$ cat config.mk
export PLATFORM = sky130hd
export DESIGN_NAME = pixel_gen
export DESIGN_NICKNAME = d
export VERILOG_FILES = /design/src/rtl/vga_pkg.sv /design/src/rtl/box_motion.sv /design/src/rtl/pixel_gen.sv
export SDC_FILE = /design/constraint.sdc
export NUM_CORES = 1
export LEC_CHECK = 0
export CAP_MARGIN = 5
export CELL_PAD_IN_SITES_DETAIL_PLACEMENT = 2
export CELL_PAD_IN_SITES_GLOBAL_PLACEMENT = 2
export CORE_UTILIZATION = 34
export DETAILED_ROUTE_END_ITERATION = 10
export PLACE_DENSITY = 0.78
export SYNTH_ARGS = -nofsm -noshare
export SYNTH_HDL_FRONTEND = slang
export SYNTH_SLANG_ARGS = --single-unit
$ cat constraint.sdc
create_clock -name clk -period 2.8 [get_ports clk]
set_clock_uncertainty 0.15 [all_clocks]
set_input_delay 0.28 -clock clk [delete_from_list [all_inputs] [get_ports clk]]
set_output_delay 0.28 -clock clk [all_outputs]
set_load 0.01 [all_outputs]
$ cat src/rtl/vga_pkg.sv
// vga_pkg: shared VGA display geometry, RGB444 colours, box FSM states and bounce helper.
package vga_pkg;
    localparam int H_DISPLAY = 640;
    localparam int V_DISPLAY = 480;
    localparam int HMAX      = 799;
    localparam int VMAX      = 524;

    localparam logic [11:0] RGB_BLACK  = 12'h000;
    localparam logic [11:0] RGB_BLUE   = 12'h00F;
    localparam logic [11:0] RGB_YELLOW = 12'hFF0;

    typedef enum logic [1:0] {IDLE, RUN, PAUSE} state_t;

    // One axis of the bounce: returns {new_dir, new_pos}, dir=1 means increasing.
    // The limit is clamped exactly so the box never leaves the screen.
    function automatic logic [10:0] bounce(input logic [9:0] pos, input logic dir,
                                           input logic [9:0] lim, input logic [9:0] spd);
        logic [10:0] up;
        up = {1'b0, pos} + {1'b0, spd};
        if (dir)
            return (up >= {1'b0, lim}) ? {1'b0, lim} : {1'b1, pos + spd};
        return (pos <= spd) ? {1'b1, 10'd0} : {1'b0, pos - spd};
    endfunction
endpackage

$ cat src/rtl/box_motion.sv
// box_motion: IDLE/RUN/PAUSE control and once-per-frame bounce of the box position.
//   clk, reset (async active-low), frame_tick (one-clk frame strobe),
//   start/pause (levels sampled on frame_tick), box_x/box_y (top-left corner).
module box_motion
    import vga_pkg::*;
#(
    parameter int BOX_SIZE = 32,
    parameter int SPEED    = 2
)(
    input  logic       clk,
    input  logic       reset,
    input  logic       frame_tick,
    input  logic       start,
    input  logic       pause,
    output logic [9:0] box_x,
    output logic [9:0] box_y
);
    localparam int MAXX = H_DISPLAY - BOX_SIZE;
    localparam int MAXY = V_DISPLAY - BOX_SIZE;

    state_t state, state_nx;
    logic   move;
    logic   dir_x, dir_y;

    always_ff @(posedge clk or negedge reset)
        if (!reset)
            state <= IDLE;
        else
            state <= state_nx;

    always_comb begin
        state_nx = state;
        if (frame_tick)
            case (state)
                IDLE:    state_nx = start ? RUN : IDLE;
                RUN:     state_nx = pause ? PAUSE : RUN;
                PAUSE:   state_nx = pause ? PAUSE : RUN;
                default: state_nx = IDLE;
            endcase
    end

    // pause wins over movement on the same tick, so only a RUN tick without pause moves.
    always_comb move = frame_tick && state == RUN && !pause;

    always_ff @(posedge clk or negedge reset)
        if (!reset) begin
            box_x <= 10'(MAXX / 2);
            box_y <= 10'(MAXY / 2);
            dir_x <= 1'b1;
            dir_y <= 1'b1;
        end else if (move) begin
            {dir_x, box_x} <= bounce(box_x, dir_x, 10'(MAXX), 10'(SPEED));
            {dir_y, box_y} <= bounce(box_y, dir_y, 10'(MAXY), 10'(SPEED));
        end
endmodule

$ cat src/rtl/pixel_gen.sv
// pixel_gen: renders a bouncing box over a solid background with sync delay-matched to rgb.
//   clk, reset (async active-low), pix_en (pixel-rate enable), x/y/video_on/hsync_in/vsync_in
//   from the timing controller, start/pause run control, rgb (RGB444), hsync_out/vsync_out
//   (2 pix_en behind their inputs, aligned with rgb), frame_tick (one clk at blanking start).
module pixel_gen
    import vga_pkg::*;
#(
    parameter int          BOX_SIZE  = 32,
    parameter int          SPEED     = 2,
    parameter logic [11:0] BG_COLOR  = RGB_BLUE,
    parameter logic [11:0] BOX_COLOR = RGB_YELLOW
)(
    input  logic        clk,
    input  logic        reset,
    input  logic        pix_en,
    input  logic [9:0]  x,
    input  logic [9:0]  y,
    input  logic        video_on,
    input  logic        hsync_in,
    input  logic        vsync_in,
    input  logic        start,
    input  logic        pause,
    output logic [11:0] rgb,
    output logic        hsync_out,
    output logic        vsync_out,
    output logic        frame_tick
);
    logic [9:0] box_x, box_y;
    logic       in_box, in_box_d, video_on_d, hsync_d, vsync_d;

    box_motion #(.BOX_SIZE(BOX_SIZE), .SPEED(SPEED)) u_motion (
        .clk        (clk),
        .reset      (reset),
        .frame_tick (frame_tick),
        .start      (start),
        .pause      (pause),
        .box_x      (box_x),
        .box_y      (box_y)
    );

    // First blanking pixel of the frame; the box only moves here so no frame tears.
    always_ff @(posedge clk or negedge reset)
        if (!reset)
            frame_tick <= 1'b0;
        else
            frame_tick <= pix_en && x == 10'd0 && y == 10'(V_DISPLAY);

    // 11-bit upper bounds so box_x+BOX_SIZE cannot wrap.
    assign in_box = (x >= box_x) && ({1'b0, x} < {1'b0, box_x} + 11'(BOX_SIZE)) &&
                    (y >= box_y) && ({1'b0, y} < {1'b0, box_y} + 11'(BOX_SIZE));

    always_ff @(posedge clk or negedge reset)
        if (!reset) begin
            in_box_d   <= 1'b0;
            video_on_d <= 1'b0;
            hsync_d    <= 1'b0;
            vsync_d    <= 1'b0;
            rgb        <= RGB_BLACK;
            hsync_out  <= 1'b0;
            vsync_out  <= 1'b0;
        end else if (pix_en) begin
            in_box_d   <= in_box;
            video_on_d <= video_on;
            hsync_d    <= hsync_in;
            vsync_d    <= vsync_in;
            rgb        <= !video_on_d ? RGB_BLACK : in_box_d ? BOX_COLOR : BG_COLOR;
            hsync_out  <= hsync_d;
            vsync_out  <= vsync_d;
        end
endmodule

Yosys cells after proc, flatten, opt, wreduce, memory -nomap -nowiden --
Index checks and enable logic that the tools add are counted.
Word-level totals: register bits 43, input bits 28, word-level logic and storage cells 60
Cells by class: add/sub/neg operators 8, order comparisons 8, eq/ne operators 3, multiplexer cells 17, reductions and logical operators 11
Operators with widths (number):
- $mux 11 | 8
- $mux 12 | 2
- $add 10x2->11 const B | 2
- $add 10x6->11 const B | 2
- $lt 10x11->1 | 2
- $add 10x2->10 const B | 2
- $ge 10x10->1 | 2
- $le 10x2->1 const B | 2
- $sub 10x2->10 const B | 2
- $ge 11x10->1 const B | 1
- $ge 11x9->1 const B | 1
- $eq 10x9->1 const B | 1
- $logic_not 10->1 | 1
- $logic_and 1x1->1 | 7
- $mux 1 | 5
- $pmux 2 s2 | 1
- $eq 2x1->1 const B | 1
- $eq 2x2->1 const B | 1
- $logic_not 2->1 | 1
- $mux 2 | 1
- $reduce_or 2->1 | 1
- $logic_not 1->1 | 1

Logic depth before layout (Yosys ltp) --
Gate-level depths: netlist (run 1).
word-level depth 5, gate-level depth with buffers 9, mapped depth without buffers 8

By module --
From an unflattened synthesis (run 1), not the netlist that was laid out.
Unflattened totals: cell total of the unflattened synthesis 399, area total of the unflattened synthesis 3334.4 sq um
By module, submodules not included:
- box_motion | times used 1, cells an instance 241, area an instance 1990.7 sq um, seq. area each 560.5 sq um
- pixel_gen | times used 1, cells an instance 158, area an instance 1343.8 sq um, seq. area each 225.2 sq um

Least setup slack after synthesis (run 1) --
Ideal clock, no wire load.
path kind register to register, from register u_motion.box_y[6], to register in_box_d, setup time 0.095 ns, data arrival time 2.296 ns, required time 2.555 ns, setup slack 0.259 ns, cell stages (with the launch flop) 9, path buffers 0, cells stage by stage dfstp_2 -> ha_1 -> and3_1 -> xnor2_1 -> ha_1 -> a31oi_1 -> o21ai_0 -> or4_1 -> o32ai_2
Between the ends: word-level cells in the longest chain between the ends 3
Ends and longest elaborated chain:
- start: declaration | RTL line box_motion.sv:16 | output logic [9:0] box_y
- start signal: assignment | RTL line box_motion.sv:48 | box_y <= 10'(MAXY / 2);
- start signal: assignment | RTL line box_motion.sv:53 | {dir_y, box_y} <= bounce(box_y, dir_y, 10'(MAXY), 10'(SPEED));
- $add 10x6->11 / $ge 10x10->1 (equally long branches) | RTL line pixel_gen.sv:50 | (y >= box_y) && ({1'b0, y} < {1'b0, box_y} + 11'(BOX_SIZE));
- $lt 10x11->1 / $logic_and 1x1->1 (equally long branches) | RTL line pixel_gen.sv:50, pixel_gen.sv:49
- $logic_and 1x1->1 (*) | RTL line pixel_gen.sv:50
- end signal: assignment | RTL line pixel_gen.sv:62 | in_box_d <= in_box;
- end: declaration | RTL line pixel_gen.sv:29 | logic in_box, in_box_d, video_on_d, hsync_d, vsync_d;
Every way passes the cells marked *; elsewhere a longest branch is shown, timed or not. A chain may end at the register's enable or synchronous reset.

Worst setup path after layout (run 1) --
from register u_motion.box_x[5], to register in_box_d
Between the ends: word-level cells in the longest chain between the ends 5
Ends and longest elaborated chain:
- start: declaration | RTL line box_motion.sv:15 | output logic [9:0] box_x,
- start signal: assignment | RTL line box_motion.sv:47 | box_x <= 10'(MAXX / 2);
- start signal: assignment | RTL line box_motion.sv:52 | {dir_x, box_x} <= bounce(box_x, dir_x, 10'(MAXX), 10'(SPEED));
- $add 10x6->11 | RTL line pixel_gen.sv:49 | assign in_box = (x >= box_x) && ({1'b0, x} < {1'b0, box_x} + 11'(BOX_SIZE)) &&
- $lt 10x11->1 | RTL line pixel_gen.sv:49
- $logic_and 1x1->1 (*) (2 in a row) | RTL line pixel_gen.sv:49
- $logic_and 1x1->1 (*) | RTL line pixel_gen.sv:50
Marked as above.

==> run summary, run 1 <==
root buf cell - clkbuf_8
Die Ht - 97.6 microns
DR iter-0 viols - 76
CP Data Arrival Time - 2.69 ns
CP delay by family, top - simple AND/OR/NAND/NOR gates
largest net degree at the start of global routing - 32
R2R cell count - 8
worst skew pair latency - 0.29 ns
Worst-path clk slew - 0.08 ns
minimum clock period - 2.65 ns
Die Width - 97.6 microns
Max H-tree Level - 2
Total Die Area - 9520 sq um
FILL cells - 1019
reg-to-reg endpoint - in_box_d
Worst Setup End Kind - flip-flop
port bufs - 42
Via density - 5.92
syn_area_per_cell - 8.53 sq um
RSZ-0062 raised after global routing - false
Clock Tree Buf Depth - 2
Seq/Total Area, Yosys - 25.3%
via count - 3014
crit path cell chain - and3_4 > xnor2_1 > ha_1 > a21o_1 > a21oi_1 > o21ai_0 > or4_1 > o32ai_2
fin util - 42.3%
starting density of the core - 35.5%
final net count - 469
Tot Pwr - 1040 uW
number of synthesized flops with an enable pin - 0
Tcrit/Tclk final - 94.7%
Crit-path slowest cell - dfstp_2
Max Cap Viol - 0
dominant synthesized flop cell - dfrtp_1
relative slew slack - 55.5%
synth unique cells - 71
row count - 34
hold_buf cts - 0
P_leak - 0.00148 uW
yosys warns - 0
slew at the pin with the worst max-slew slack - 0.667 ns
post-DP HPWL - 8.09 mm
syn_nets - 433
clock sinks - 31
final setup fails - 0
fmax - 377 MHz
Netlist Area Pre-Place - 3110 sq um
core area - 8760 sq um
VDD IR max - 0.206 mV
Pwr Density - 279 nW/um^2
Post-Synthesis Cells - 364
CP Max Fanout - 4
Hold WC Path Type - in -> async
fraction of layout cells with a size suffix above 1 - 13.7%
DRC errors left - 0
routed wire length - 10.4 mm
CTS Buf Count - 5
status - finished, final reports clean
DRT Pass-1 Iters - 4
post-synthesis register bit count - 31
Worst R2R Setup Slack - 0.15 ns
Tot GR Track Use - 23.0%
CTS tree - built
antenna violations before repair - 0
Fin. Hold Viols - 0
number of primary I/O pins - 43
Setup WS post-layout - 0.147 ns
GR Overflow Total - 0
WL/cell - 20.4 microns
worst stage delay on the critical path - 0.56 ns
Place WS - 0.0971 ns
worst r2r src - u_motion.box_x[5]
antenna cells - 0
Layout area overhead - 19.3%
WS Path Type - reg -> reg
crit path launch type - flip-flop
Buf/Inv on CP - 0
Worst Setup SP - u_motion.box_x[5]
WP data required - 2.84 ns
ys async rst share - 100%
vias in the first global route - 3328
max-slew violation count - 0
ANT nets after route - 0
total negative slack - 0 ns
first-pass GRT wire length - 17.5 mm
Final GP Congestion - 0.829
worst max-delay path by stage:
stage | to | slack [ns] | cells after the start
after global routing | in_box_d | 0.0003 | 8
after CTS | in_box_d | 0.07 | 8
final | in_box_d | 0.15 | 8
after detailed placement | in_box_d | 0.1 | 8
after floorplan | in_box_d | 0.26 | 8
after global placement | in_box_d | 0.20 | 8
layout make-up:
type                       instances  area [sq um]  share of cell area (%)
sequential                        31           787                    21.2
multi-input combinational        281          2060                    55.7
inverter                          26          97.6                    2.63
clock inverter                     1          7.51                   0.203
timing repair buffer              55           518                    14.0
tap                              108           135                    3.65
clock buffer                       7          96.3                    2.60
synthesized netlist by cell type (all sizes together), types with 7 or more instances:
cell type / instances / share of area, %
dfstp: 8 / 6.8
a21oi: 22 / 3.5
inv: 25 / 3.0
o211ai: 9 / 2.3
xnor2: 8 / 2.3
ha: 41 / 17
nor2: 18 / 2.2
buf: 19 / 4.4
and3: 10 / 2.3
nand3: 17 / 2.9
nor3: 18 / 3.1
o21ai: 19 / 3.2
nand2: 22 / 2.7
dfrtp: 23 / 19
clkbuf: 7 / 0.85
metal layers:
metal	vias up	track usage, %	part of all wire, %
met4	0	3.62	0.73
li1	1429	-	-
met3	7	2.81	2.9
met1	1529	29.8	45
met5	-	0	0
met2	49	41.2	51
sequential cells by signal, summed over array words and instances, names as in the netlist:
signal / flops
u_motion.state: 2
video_on_d: 1
in_box_d: 1
hsync_out: 1
u_motion.dir_y: 1
rgb: 2
u_motion.box_x: 9
hsync_d: 1
u_motion.dir_x: 1
vsync_d: 1
vsync_out: 1
u_motion.box_y: 9
frame_tick: 1
placed cells by master, fill, tap and decap left out, drive strengths merged, types with 4 or more instances in the layout:
master / synthesis / final
a211oi: 4 / 4
a21oi: 22 / 22
a22oi: 4 / 4
a31oi: 5 / 5
and2: 4 / 4
and3: 10 / 10
buf: 19 / 13
clkbuf: 7 / 7
clkdlybuf4s50: 0 / 42
dfrtp: 23 / 23
dfstp: 8 / 8
ha: 41 / 41
inv: 25 / 25
mux2: 6 / 6
nand2: 22 / 22
nand3: 17 / 17
nand4: 5 / 5
nor2: 18 / 18
nor3: 18 / 18
nor4: 4 / 4
o211ai: 9 / 9
o21a: 5 / 5
o21ai: 19 / 19
o22ai: 6 / 6
xnor2: 8 / 8
power by group:
group          switching [uW]  total (uW)  internal (uW)
clock network             187         411            224
logic                    67.7         158           90.6
registers                7.76         467            459
timing repair:
| item | CTS | global route |
|---|---|---|
| endpoints found under the setup margin | 0 | 1 |
| hold endpoints to repair | 0 | 0 |
| buffers inserted | 0 | 1 |
| resized for setup | 0 | 2 |
stage by stage:
stage / area (sq um) / hold WS [ns] / cells
detailed placement: 3590 / 0.343 / 500
finish: 3710 / 0.241 / 509
floorplan: 3110 / -0.166 / 364
global placement: 3590 / 0.333 / 500
global route: 3710 / 0.291 / 509
CTS: 3690 / 0.261 / 508
logic make-up after synthesis:
kind of cell    count (synthesis)  share of synthesized area, %
compound gates                106                          24.0
mux                             8                          2.82
buf+inv                        52                          8.42
simple gates                  118                          20.7
flops                          31                          25.3
fa+ha+maj                      41                          16.5
xor+xnor                        8                          2.26
No activity file was read; power rests on OpenSTA's default activity.
==> run 2, diff against run 1 <==
- PLACE_DENSITY: 0.78 -> not set
- PLACE_DENSITY_LB_ADDON: not set -> 0.1
- REMOVE_ABC_BUFFERS: not set -> 1
==> run 2 against run 1 <==
Against the previous run:
- maximum frequency down 0.75%
- count of clock-buffer cells in the layout decreased by 1
- die area did not move
- sequential cell count unchanged
- total power rose by 8.1%
- core utilization grew 0.54 points
- non-clock buffer count rose by 3
- critical endpoint unchanged
- largest cell class unchanged
- largest power group is now clock
==> run summary, run 2 (synthesis results as in run 1) <==
crit path capture - in_box_d
Total Die Area - 9520 sq um
number of primary I/O pins - 43
slew at the pin with the worst max-slew slack - 0.509 ns
VDD IR max - 0.140 mV
WL/cell - 20.7 microns
Clock Tree Buf Depth - 2
max-slew violation count - 0
most frequent cells in the layout - clkdlybuf4s50_1, ha_1, inv_1, dfrtp_1
CTS tree - built
final setup fails - 0
Final GP Congestion - 0.808
Tot GR Track Use - 23.1%
clock sinks - 31
root buf cell - clkbuf_8
largest registers - u_motion.box_x (9), u_motion.box_y (9)
ANT nets after route - 0
fraction of layout cells with a size suffix above 1 - 14.4%
CP Max Fanout - 6
worst skew pair latency - 0.29 ns
crit path launch type - flip-flop
largest net degree at the start of global routing - 32
Max Cap Viol - 0
reg-to-reg endpoint - in_box_d
status - finished, final reports clean
row count - 34
hold_buf cts - 0
final net count - 472
Worst Setup End Kind - flip-flop
antenna violations before repair - 0
post-DP HPWL - 8.21 mm
most common cell after layout, fill and taps aside - clkdlybuf4s50_1
GR Overflow Total - 0
worst r2r src - u_motion.box_y[6]
Die Ht - 97.6 microns
fmax - 374 MHz
Tcrit/Tclk final - 95.5%
Fin. Hold Viols - 0
Hold WC Path Type - in -> async
DRC errors left - 0
minimum clock period - 2.67 ns
WP data required - 2.85 ns
vias in the first global route - 3307
Layout area overhead - 20.8%
R2R cell count - 8
relative slew slack - 65.6%
DRT Pass-1 Iters - 4
Post-Place Cells - 499
CTS Buf Count - 5
Die Width - 97.6 microns
first-pass GRT wire length - 17.6 mm
Via density - 5.86
Worst R2R Setup Slack - 0.13 ns
starting density of the core - 35.5%
Max H-tree Level - 2
Fin Hold WS - 0.252 ns
via count - 2999
CP Data Arrival Time - 2.72 ns
Worst-path clk slew - 0.08 ns
P_leak - 0.00151 uW
non-filler cells, final - 512
antenna cells - 0
port bufs - 42
WS Path Type - reg -> reg
Pwr Density - 298 nW/um^2
core area - 8760 sq um
routed wire length - 10.6 mm
DR iter-0 viols - 110
Worst Setup SP - u_motion.box_y[6]
[run 2: layout make-up]
type,count,area (sq um)
Clock inverter,2,35.0
Clock buffer,6,82.6
Inverter,26,97.6
Multi-Input combinational cell,281,2080
Timing Repair Buffer,58,541
Tap cell,108,135
Fill cell,1003,5010
Sequential cell,31,786
[run 2: per-layer routing]
| layer | wire [microns] | global-route usage, % | vias to the layer above |
|---|---|---|---|
| met4 | 61 | 3.73 | 0 |
| li1 | - | - | 1442 |
| met3 | 296 | 3.09 | 6 |
| met2 | 4830 | 37.4 | 45 |
| met5 | 0 | 0 | - |
| met1 | 5390 | 33.3 | 1506 |
[run 2: power by group]
group / internal (uW) / switching, uW
logic: 90.6 / 69.2
registers: 459 / 7.78
clock network: 288 / 205
[run 2: critical path, cell delays in order (launching register included)]
cell and delay [ns]:
dfstp_2 0.59, ha_1 0.18, and3_4 0.20, xnor2_1 0.13, ha_1 0.28, a31oi_1 0.16
o21ai_0 0.10, or4_1 0.52, o32ai_2 0.26
[run 2: metrics by stage]
stage          power (uW)  cell area (sq um)  setup TNS (ns)  util (%)  worst slack, ns
6_report             1120               3750               0      42.8            0.127
5_1_grt              1170               3750         -0.0169      42.8          -0.0169
4_1_cts              1140               3700               0      42.2           0.0292
3_5_place_dp          635               3580               0      40.9           0.0366
3_3_place_gp          630               3580               0      40.9            0.178
2_1_floorplan         529               2940               0         -            0.230
[run 2: worst min-delay path by stage]
| stage | startpoint | end | slack, ns | cells after the start |
|---|---|---|---|---|
| 4_1_cts | reset | u_motion.state[0] | 0.28 | 2 |
| 3_3_place_gp | vsync_d | vsync_d | 0.34 | 1 |
| 3_5_place_dp | vsync_d | vsync_out | 0.34 | 1 |
| 2_1_floorplan | reset | frame_tick | -0.17 | 0 |
| 5_1_grt | reset | u_motion.state[0] | 0.30 | 2 |
| 6_report | reset | u_motion.state[0] | 0.25 | 2 |
[run 2: repair_timing]
| action | in CTS | in global routing |
|---|---|---|
| gates resized for setup | 1 | 2 |
| endpoints found under the setup margin | 1 | 1 |
| pin swaps | 0 | 1 |
| setup buffers | 0 | 5 |
==> run 3, diff against run 2 <==
- CELL_PAD_IN_SITES_DETAIL_PLACEMENT: 2 -> 1
- CELL_PAD_IN_SITES_GLOBAL_PLACEMENT: 2 -> 1
- CORE_UTILIZATION: 34 -> 42
==> run 3 against run 2 <==
Against the previous run:
- combinational power down 3%
- clock power down 23%
- highest routed layer unchanged
- via count up 1.2%
- final cell count down 2.1%
- non-clock buffer count up 1
- global-route usage up 3.6 points
- critical path depth unchanged
- core utilization up 10 points
- maximum frequency up 0.28%
- count of clock-buffer cells in the layout down 1
- largest cell class unchanged
==> run summary, run 3 (synthesis results as in run 1) <==
status - finished, final reports clean
P_leak - 0.00149 uW
ANT nets after route - 0
GR Overflow Total - 0
Total Die Area - 7740 sq um
root buf cell - clkbuf_8
Hold WC Path Type - in -> async
number of primary I/O pins - 43
post-DP HPWL - 7.28 mm
largest registers - u_motion.box_x (9), u_motion.box_y (9)
WL/cell - 19.2 microns
DRT Pass-1 Iters - 4
Buf/Inv on CP - 0
Via density - 6.06
via count - 3035
antenna violations before repair - 0
hold_buf cts - 0
antenna cells - 0
RSZ-0062 raised after global routing - false
combinational power share - 15.6%
crit path launch type - flip-flop
CTS tree - built
WS Path Type - reg -> reg
max-slew violation count - 0
routed wire length - 9.60 mm
vias in the first global route - 3113
minimum clock period - 2.67 ns
most common cell after layout, fill and taps aside - clkdlybuf4s50_1
Max Cap Viol - 0
row count - 30
most frequent cells in the layout - clkdlybuf4s50_1, ha_1, inv_1, dfrtp_1
Final GP Congestion - 0.896
port bufs - 42
CP Data Arrival Time - 2.73 ns
relative slew slack - 56.7%
VDD IR max - 0.177 mV
final setup fails - 0
final net count - 473
first-pass GRT wire length - 15.7 mm
Layout area overhead - 19.4%
clock sinks - 31
CP delay by family, top - simple AND/OR/NAND/NOR gates
Seq pwr share - 46.5%
Pwr Density - 270 nW/um^2
CTS Buf Count - 5
Die Ht - 88.0 microns
FF+latch area - 786 sq um
internal power - 723 uW
Fin Hold WS - 0.246 ns
starting density of the core - 44.5%
Switching Power - 279 uW
Crit-path slowest cell - dfstp_2
fmax - 375 MHz
crit path cell chain - ha_2 > and3_4 > xnor2_1 > ha_1 > a31oi_1 > o21ai_0 > or4_1 > o32ai_2
Fin. Hold Viols - 0
Tot GR Track Use - 26.7%
slew at the pin with the worst max-slew slack - 0.649 ns
total negative slack - 0 ns
Clk pwr share - 37.9%
FILL cells - 857
Max H-tree Level - 2
Worst-path clk slew - 0.08 ns
switch share - 27.9%
multi-input logic area - 2070 sq um
Die Width - 88.0 microns
worst skew pair latency - 0.30 ns
Worst Setup End Kind - flip-flop
worst stage delay on the critical path - 0.58 ns
Tot Pwr - 1000 uW
CP Max Fanout - 5
Tcrit/Tclk final - 95.2%
core area - 6980 sq um
Clock Tree Buf Depth - 2
WP data required - 2.86 ns
DRC errors left - 0
largest net degree at the start of global routing - 32
DR iter-0 viols - 152
fraction of layout cells with a size suffix above 1 - 14.8%
==> run 3: cell count changes in the layout (fill, tap and decap cells not counted), sizes merged <==
| cell | change |
|---|---|
| buf | +1 |
| bufinv | -1 |
| clkbuf | -1 |
| clkinvlp | +2 |
==> run 3: power groups by stage <==
stage / logic [uW] / registers, uW / clock network (uW)
6_report: 156 / 466 / 379
5_1_grt: 172 / 468 / 406
4_1_cts: 159 / 467 / 388
3_5_place_dp: 159 / 475 / 0
3_3_place_gp: 153 / 474 / 0
2_1_floorplan: 48.8 / 481 / 0
==> run 3: metrics by stage <==
stage	cell area, sq um	util (%)	instances	worst slack (ns)
5_1_grt	3710	53.1	501	0.0106
3_3_place_gp	3580	51.3	489	0.160
2_1_floorplan	2940	-	338	0.230
6_report	3710	53.1	501	0.135
4_1_cts	3670	52.6	497	0.0593
3_5_place_dp	3580	51.3	489	0.0817
==> run 3: final timing paths <==
check	startpoint	to	slack, ns	cells past startpoint
min reg2reg	hsync_out	hsync_out	0.36	1
min in group clk	hsync_out	hsync_out	0.36	1
max in group asynchronous	reset	u_motion.dir_x	1.89	2
max	u_motion.box_y[6]	in_box_d	0.13	8
max reg2reg	u_motion.box_y[6]	in_box_d	0.13	8
min	reset	u_motion.state[0]	0.25	2
==> run 3: repair_timing <==
| item | in CTS | in global routing |
|---|---|---|
| buffers inserted | 0 | 4 |
| setup endpoints to repair | 0 | 1 |
| resized for setup | 0 | 3 |
==> run 3: final cells by class <==
type                    instances  area share (%)
multi-input cells             281            55.8
flip-flops and latches         31            21.2
repair buffers                 59            14.8
well taps                      96            3.24
inverters                      26            2.63
clock buffers                   5            1.85
clock inverters                 3           0.540
==> run 3: metal layers <==
metal	track usage, %	wire, microns
met1	33.4	4130
met2	45.7	4870
met3	4.52	385
met5	0	0
met4	10.7	216
